<file path="config.mk">
export PLATFORM = sky130hd
export DESIGN_NAME = pipe_regfile_sb
export DESIGN_NICKNAME = d
export VERILOG_FILES = /design/src/rtl/pipe_regfile_sb.sv
export SDC_FILE = /design/constraint.sdc
export NUM_CORES = 2
export LEC_CHECK = 0
export ABC_AREA = 1
export ABC_CLOCK_PERIOD_IN_PS = 4300
export CORE_ASPECT_RATIO = 0.5
export CORE_UTILIZATION = 40
export CTS_BUF_LIST = sky130_fd_sc_hd__clkbuf_16
export DETAILED_ROUTE_END_ITERATION = 8
export PLACE_DENSITY_LB_ADDON = 0.12
export SYNTH_ARGS = -nofsm -noshare
export SYNTH_HDL_FRONTEND = slang
export SYNTH_SLANG_ARGS = --single-unit
</file>
<file path="constraint.sdc">
create_clock -name clock -period 4.3 [get_ports clock]
set_input_delay 0.86 -clock clock [delete_from_list [all_inputs] [get_ports clock]]
set_output_delay 0.86 -clock clock [all_outputs]
set_load 0.01 [all_outputs]
</file>
<file path="src/rtl/pipe_regfile_sb.sv">
// rtl/pipe_regfile_sb.sv - register file with write-through bypass and per-register pending-write scoreboard
// Optional feature macro: RF_SCOREBOARD_EN (scoreboard counters and stall logic).
module pipe_regfile_sb #(
    parameter int DW = 32,
    parameter int AW = 5,
    parameter int CW = 2
) (
    input  logic          clock,
    input  logic          resetn,
    input  logic [AW-1:0] rna,
    input  logic [AW-1:0] rnb,
    output logic [DW-1:0] qa,
    output logic [DW-1:0] qb,
    input  logic          iss_valid,
    input  logic          iss_wreg,
    input  logic [AW-1:0] iss_rn,
    input  logic          wb_we,
    input  logic [AW-1:0] wb_rn,
    input  logic [DW-1:0] wb_d,
    output logic          stall,
    output logic          iss_ack
);

    localparam int NREG = 1 << AW;

    logic [DW-1:0] regs_q [NREG];
    logic [DW-1:0] regs_d [NREG];
    logic          wb_live;

    assign wb_live = wb_we && (wb_rn != '0);

    always_comb begin
        regs_d = regs_q;
        if (wb_live) begin
            regs_d[wb_rn] = wb_d;
        end
    end

    always_ff @(posedge clock or negedge resetn) begin
        if (!resetn) begin
            for (int i = 0; i < NREG; i++) begin
                regs_q[i] <= '0;
            end
        end else begin
            regs_q <= regs_d;
        end
    end

    // Write-through: an in-flight write-back is visible to ID in the same cycle.
    always_comb begin
        qa = '0;
        qb = '0;
        if (resetn && (rna != '0)) begin
            qa = (wb_live && (wb_rn == rna)) ? wb_d : regs_q[rna];
        end
        if (resetn && (rnb != '0)) begin
            qb = (wb_live && (wb_rn == rnb)) ? wb_d : regs_q[rnb];
        end
    end

`ifdef RF_SCOREBOARD_EN
    localparam logic [CW-1:0] PEND_MAX = '1;
    localparam logic [CW-1:0] PEND_ONE = CW'(1);

    logic [CW-1:0]   pend_q [NREG];
    logic [CW-1:0]   pend_d [NREG];
    logic [NREG-1:0] inc_v;
    logic [NREG-1:0] dec_v;
    logic            haz_a;
    logic            haz_b;
    logic            sat;

    // A source whose only outstanding write is arriving right now is satisfied by the bypass.
    assign haz_a = (rna != '0) && (pend_q[rna] != '0) &&
                   !((pend_q[rna] == PEND_ONE) && wb_we && (wb_rn == rna));
    assign haz_b = (rnb != '0) && (pend_q[rnb] != '0) &&
                   !((pend_q[rnb] == PEND_ONE) && wb_we && (wb_rn == rnb));
    assign sat   = iss_wreg && (iss_rn != '0) && (pend_q[iss_rn] == PEND_MAX) &&
                   !(wb_we && (wb_rn == iss_rn));

    assign stall   = resetn && iss_valid && (haz_a || haz_b || sat);
    assign iss_ack = resetn && iss_valid && !stall;

    always_comb begin
        inc_v = '0;
        dec_v = '0;
        for (int r = 1; r < NREG; r++) begin
            inc_v[r] = iss_ack && iss_wreg && (iss_rn == AW'(r));
            dec_v[r] = wb_we && (wb_rn == AW'(r)) && (pend_q[r] != '0);
        end
    end

    always_comb begin
        pend_d = pend_q;
        for (int r = 1; r < NREG; r++) begin
            if (inc_v[r] && !dec_v[r]) begin
                pend_d[r] = pend_q[r] + PEND_ONE;
            end else if (dec_v[r] && !inc_v[r]) begin
                pend_d[r] = pend_q[r] - PEND_ONE;
            end
        end
    end

    always_ff @(posedge clock or negedge resetn) begin
        if (!resetn) begin
            for (int i = 0; i < NREG; i++) begin
                pend_q[i] <= '0;
            end
        end else begin
            pend_q <= pend_d;
        end
    end
`else
    logic unused_iss;

    assign unused_iss = ^{iss_wreg, iss_rn};
    assign stall      = 1'b0;
    assign iss_ack    = resetn && iss_valid;
`endif

endmodule

</file>
==> results.yml <==
synth:
  synth_area_mm2: 0.05969
  synthCells: 9174
  seq_area_frac_synth_pct: 42.93
  synth_cell_types: 25
  ys_ff_latch: 1024
  synth.avg_cell_area_um2: 6.506
  synth_warnings: 0
  synth_area_leaders: "dfrtp_1 (43%), nand2_1 (23%), nand3_1 (10%)"
  synth_top_area_cell: "dfrtp_1"
  syn-num-nets: 9231
  synth_top_area_share_pct: 42.93
route:
  num_vias: 60080
  ant_nets: 0
  drc: 0
  firstDrtPassIters: 6
  drt_iter0_drc: 7620
  wire_per_inst_um: 22.65
  viasPerCell: 5.422
  routed_wl_mm: 251.0
floorplan:
  start_util_pct: 40.63
  core_area_mm2: 0.1469
  dieWidth_um: 548.3
  num_io_pins: 123
  fp-row-count: 99
  dieHeight_um: 275.1
  fp.dieArea_mm2: 0.1509
worst_setup_path:
  critical_path_arrival_ns: 3.40
  crit_slowest_cell: "clkdlybuf4s50_1"
  cp-start-kind: "primary input"
  reg2reg_from: "regs_q[866]"
  cp.depth: 14
  r2r_setup_slack_ns: 3.53
  path_common_cell: "nand2_1"
  worst-path-buf-inv: 6
  path_class: "in2out"
  rr_worst_depth: 2
  path_max_fanout: 30
  crit_chain: "buf_8 -> buf_12 -> buf_12 -> buf_12 -> nand2_1 -> o21ai_0 -> nand2_1 -> nand3_1 -> nand3_1 -> nand2_1 -> nand2_1 -> a21oi_2 -> buf_4 -> clkdlybuf4s50_1"
  rr_endpoint: "regs_q[866]"
  slowest_delay_ns: 0.53
  required_ns: 3.44
  path_delay_family: "buffers and inverters"
  cp-end-kind: "primary output"
power:
  switching_share_pct: 33.48
  combPwrFrac_pct: 22.6
  seq_power_share_pct: 44.5
  clkPwrFrac_pct: 32.9
  switching_power_mw: 9.494
  ir_worst_vdd_uv: 316.1
  cellLeakagePower_nw: 33.29
  intPower_mw: 18.86
  power.density_mw_per_mm2: 416.8
timing:
  worstMarginPinSlew_ns: 1.167
  hold_viol: 0
  finalSetupViolations: 0
  fin_worst_skew_ns: 0
  slew_headroom_pct: 22.19
  slew_violations: 0
  fin_crit_sh_pct: 99.14
  rsz0062_at_grt: "true"
  fin_tns_setup_ns: 0
  timing.fmax_mhz: 234.6
  period_needed_ns: 4.263
finish:
  area_delta_synth_final_pct: 13.97
  nets: 9079
  top_regs: "regs_q x1024"
  fillCellCount: 15400
  largest_register: "regs_q"
  layout_commonest_cell: "nand2_1"
  final-instance-count-excl-fill: 11080
  finish.utilization_pct: 46.30
  final_area_mm2: 0.06802
  largest_reg_flops: 1024
  final_cell_mix: "nand2_1 (3627), nand3_1 (1188), o21ai_0 (1024), dfrtp_1 (1024), inv_1 (786)"
  drive_gt1_share_pct: 6.280
clocking:
  h-tree-depth: 3
  cts_made_buffers: 104
  clkLatencyLatePin_ns: 0.73
  cts_buffer_depth: 3
  post_cts_buffers: 0
  cts_hold_buf: 0
  clock_sinks: 1024
  root_buffer: "clkbuf_16"
  clk_pin_slew_ns: 0.06
  cts_tree: "done"
outcome:
  status: "complete, no violations"
placement:
  placed_cell_area_mm2: 0.06462
  placed_cells: 10890
  gp_congestion: 0.8874
  io_buffers: 115
  dpl.hpwl_mm: 154.9
grt:
  antenna_found_initial: 19
  grt_util_all_layers_pct: 32.95
  grt_pass1_wl_mm: 368.3
  grt-ovfl-total: 0
  grt_pass1_vias: 53780
  grt_max_degree: 150
hold_path:
  hold_class: "in2async"
run:
  max_cap_violations: 0
==> worst register-to-register path, delay by kind of cell, from the launching register on <==
family           cells  cell delay (ns)
AO/OA/AOI/OAI        1             0.12
flip-flops           1             0.40
AND/OR/NAND/NOR      1             0.07
==> final cells by class <==
| type | count | area (µm²) | share of cell area (%) |
|---|---|---|---|
| clock buffer | 106 | 2653 | 3.899 |
| clock inverter | 87 | 699.4 | 1.028 |
| antenna | 4 | 10.01 | 0.01471 |
| inverter | 810 | 3078 | 4.525 |
| timing repair buffer | 467 | 5000 | 7.350 |
| sequential | 1024 | 25620 | 37.67 |
| multi-input combinational | 6615 | 28500 | 41.89 |
| tap | 1969 | 2464 | 3.622 |
==> worst max path at each step <==
stage / startpoint / end
after global routing: rna[0] / qa[5]
after detailed placement: wb_rn[1] / qa[31]
final: rna[0] / qa[5]
after CTS: wb_rn[1] / qa[11]
after floorplan: rnb[3] / qb[0]
after global placement: wb_rn[1] / qa[31]
==> logic make-up after synthesis <==
| group | Yosys count | synth area share [%] |
|---|---|---|
| xor+xnor | 7 | 0.1027 |
| compound gates | 1276 | 10.95 |
| other cells | 1 | 0.006283 |
| simple gates | 5331 | 36.21 |
| flops | 1024 | 42.93 |
| buf+inv | 1535 | 9.806 |
==> layer usage <==
layer  vias to the layer above  share of wire [%]  routed length [µm]  global-route usage, %
met5                         -              0.022                  56                      0
met4                         8                3.0                7464                  9.679
met3                       381                9.5               23950                  6.753
met2                      2607                 43              107200                  50.18
met1                     28600                 45              112300                  47.09
li1                      28490                  -                   -                      -
==> power by group through the flow <==
stage / clock network (mW) / registers, mW / logic [mW]
after floorplan: 0 / 12.4 / 4.26
after global routing: 9.81 / 12.8 / 7.33
after detailed placement: 0 / 12.7 / 6.34
after global placement: 0 / 12.7 / 6.24
after CTS: 9.44 / 12.6 / 6.36
final: 9.32 / 12.6 / 6.42
==> cells in the mapped netlist <==
| library cell | n |
|---|---|
| nand2_1 | 3648 |
| inv_1 | 771 |
| xnor2_1 | 4 |
| nor2_1 | 468 |
| nand2_2 | 8 |
| buf_4 | 1 |
| buf_2 | 70 |
| nor2_2 | 4 |
| nor3_2 | 9 |
| nand4_1 | 2 |
| nor3_1 | 2 |
| buf_1 | 81 |
| o21ai_0 | 1024 |
| a21oi_1 | 129 |
| nor4_4 | 1 |
| clkbuf_1 | 573 |
| clkinv_1 | 33 |
| xor2_1 | 3 |
| or2_2 | 1 |
| nand3_1 | 1188 |
| conb_1 | 1 |
| o211ai_1 | 59 |
| o21ai_1 | 64 |
| dfrtp_1 | 1024 |
| inv_2 | 6 |
==> metrics by stage <==
stage,setup slack [ns],power (mW),hold WS (ns)
5_1_grt,-0.02229,29.96,0.3288
3_3_place_gp,-0.1128,18.94,0.3881
2_1_floorplan,1.151,16.71,0.4505
6_report,0.03696,28.35,0.3323
4_1_cts,0.06392,28.37,0.3144
3_5_place_dp,-0.1140,19.06,0.3899
==> what timing repair did <==
item	CTS	global route
setup endpoints to repair	4	11
resized for setup	4	8
pin swaps	0	0
hold endpoints to repair	0	0
Power figures use the tool's default switching activity.
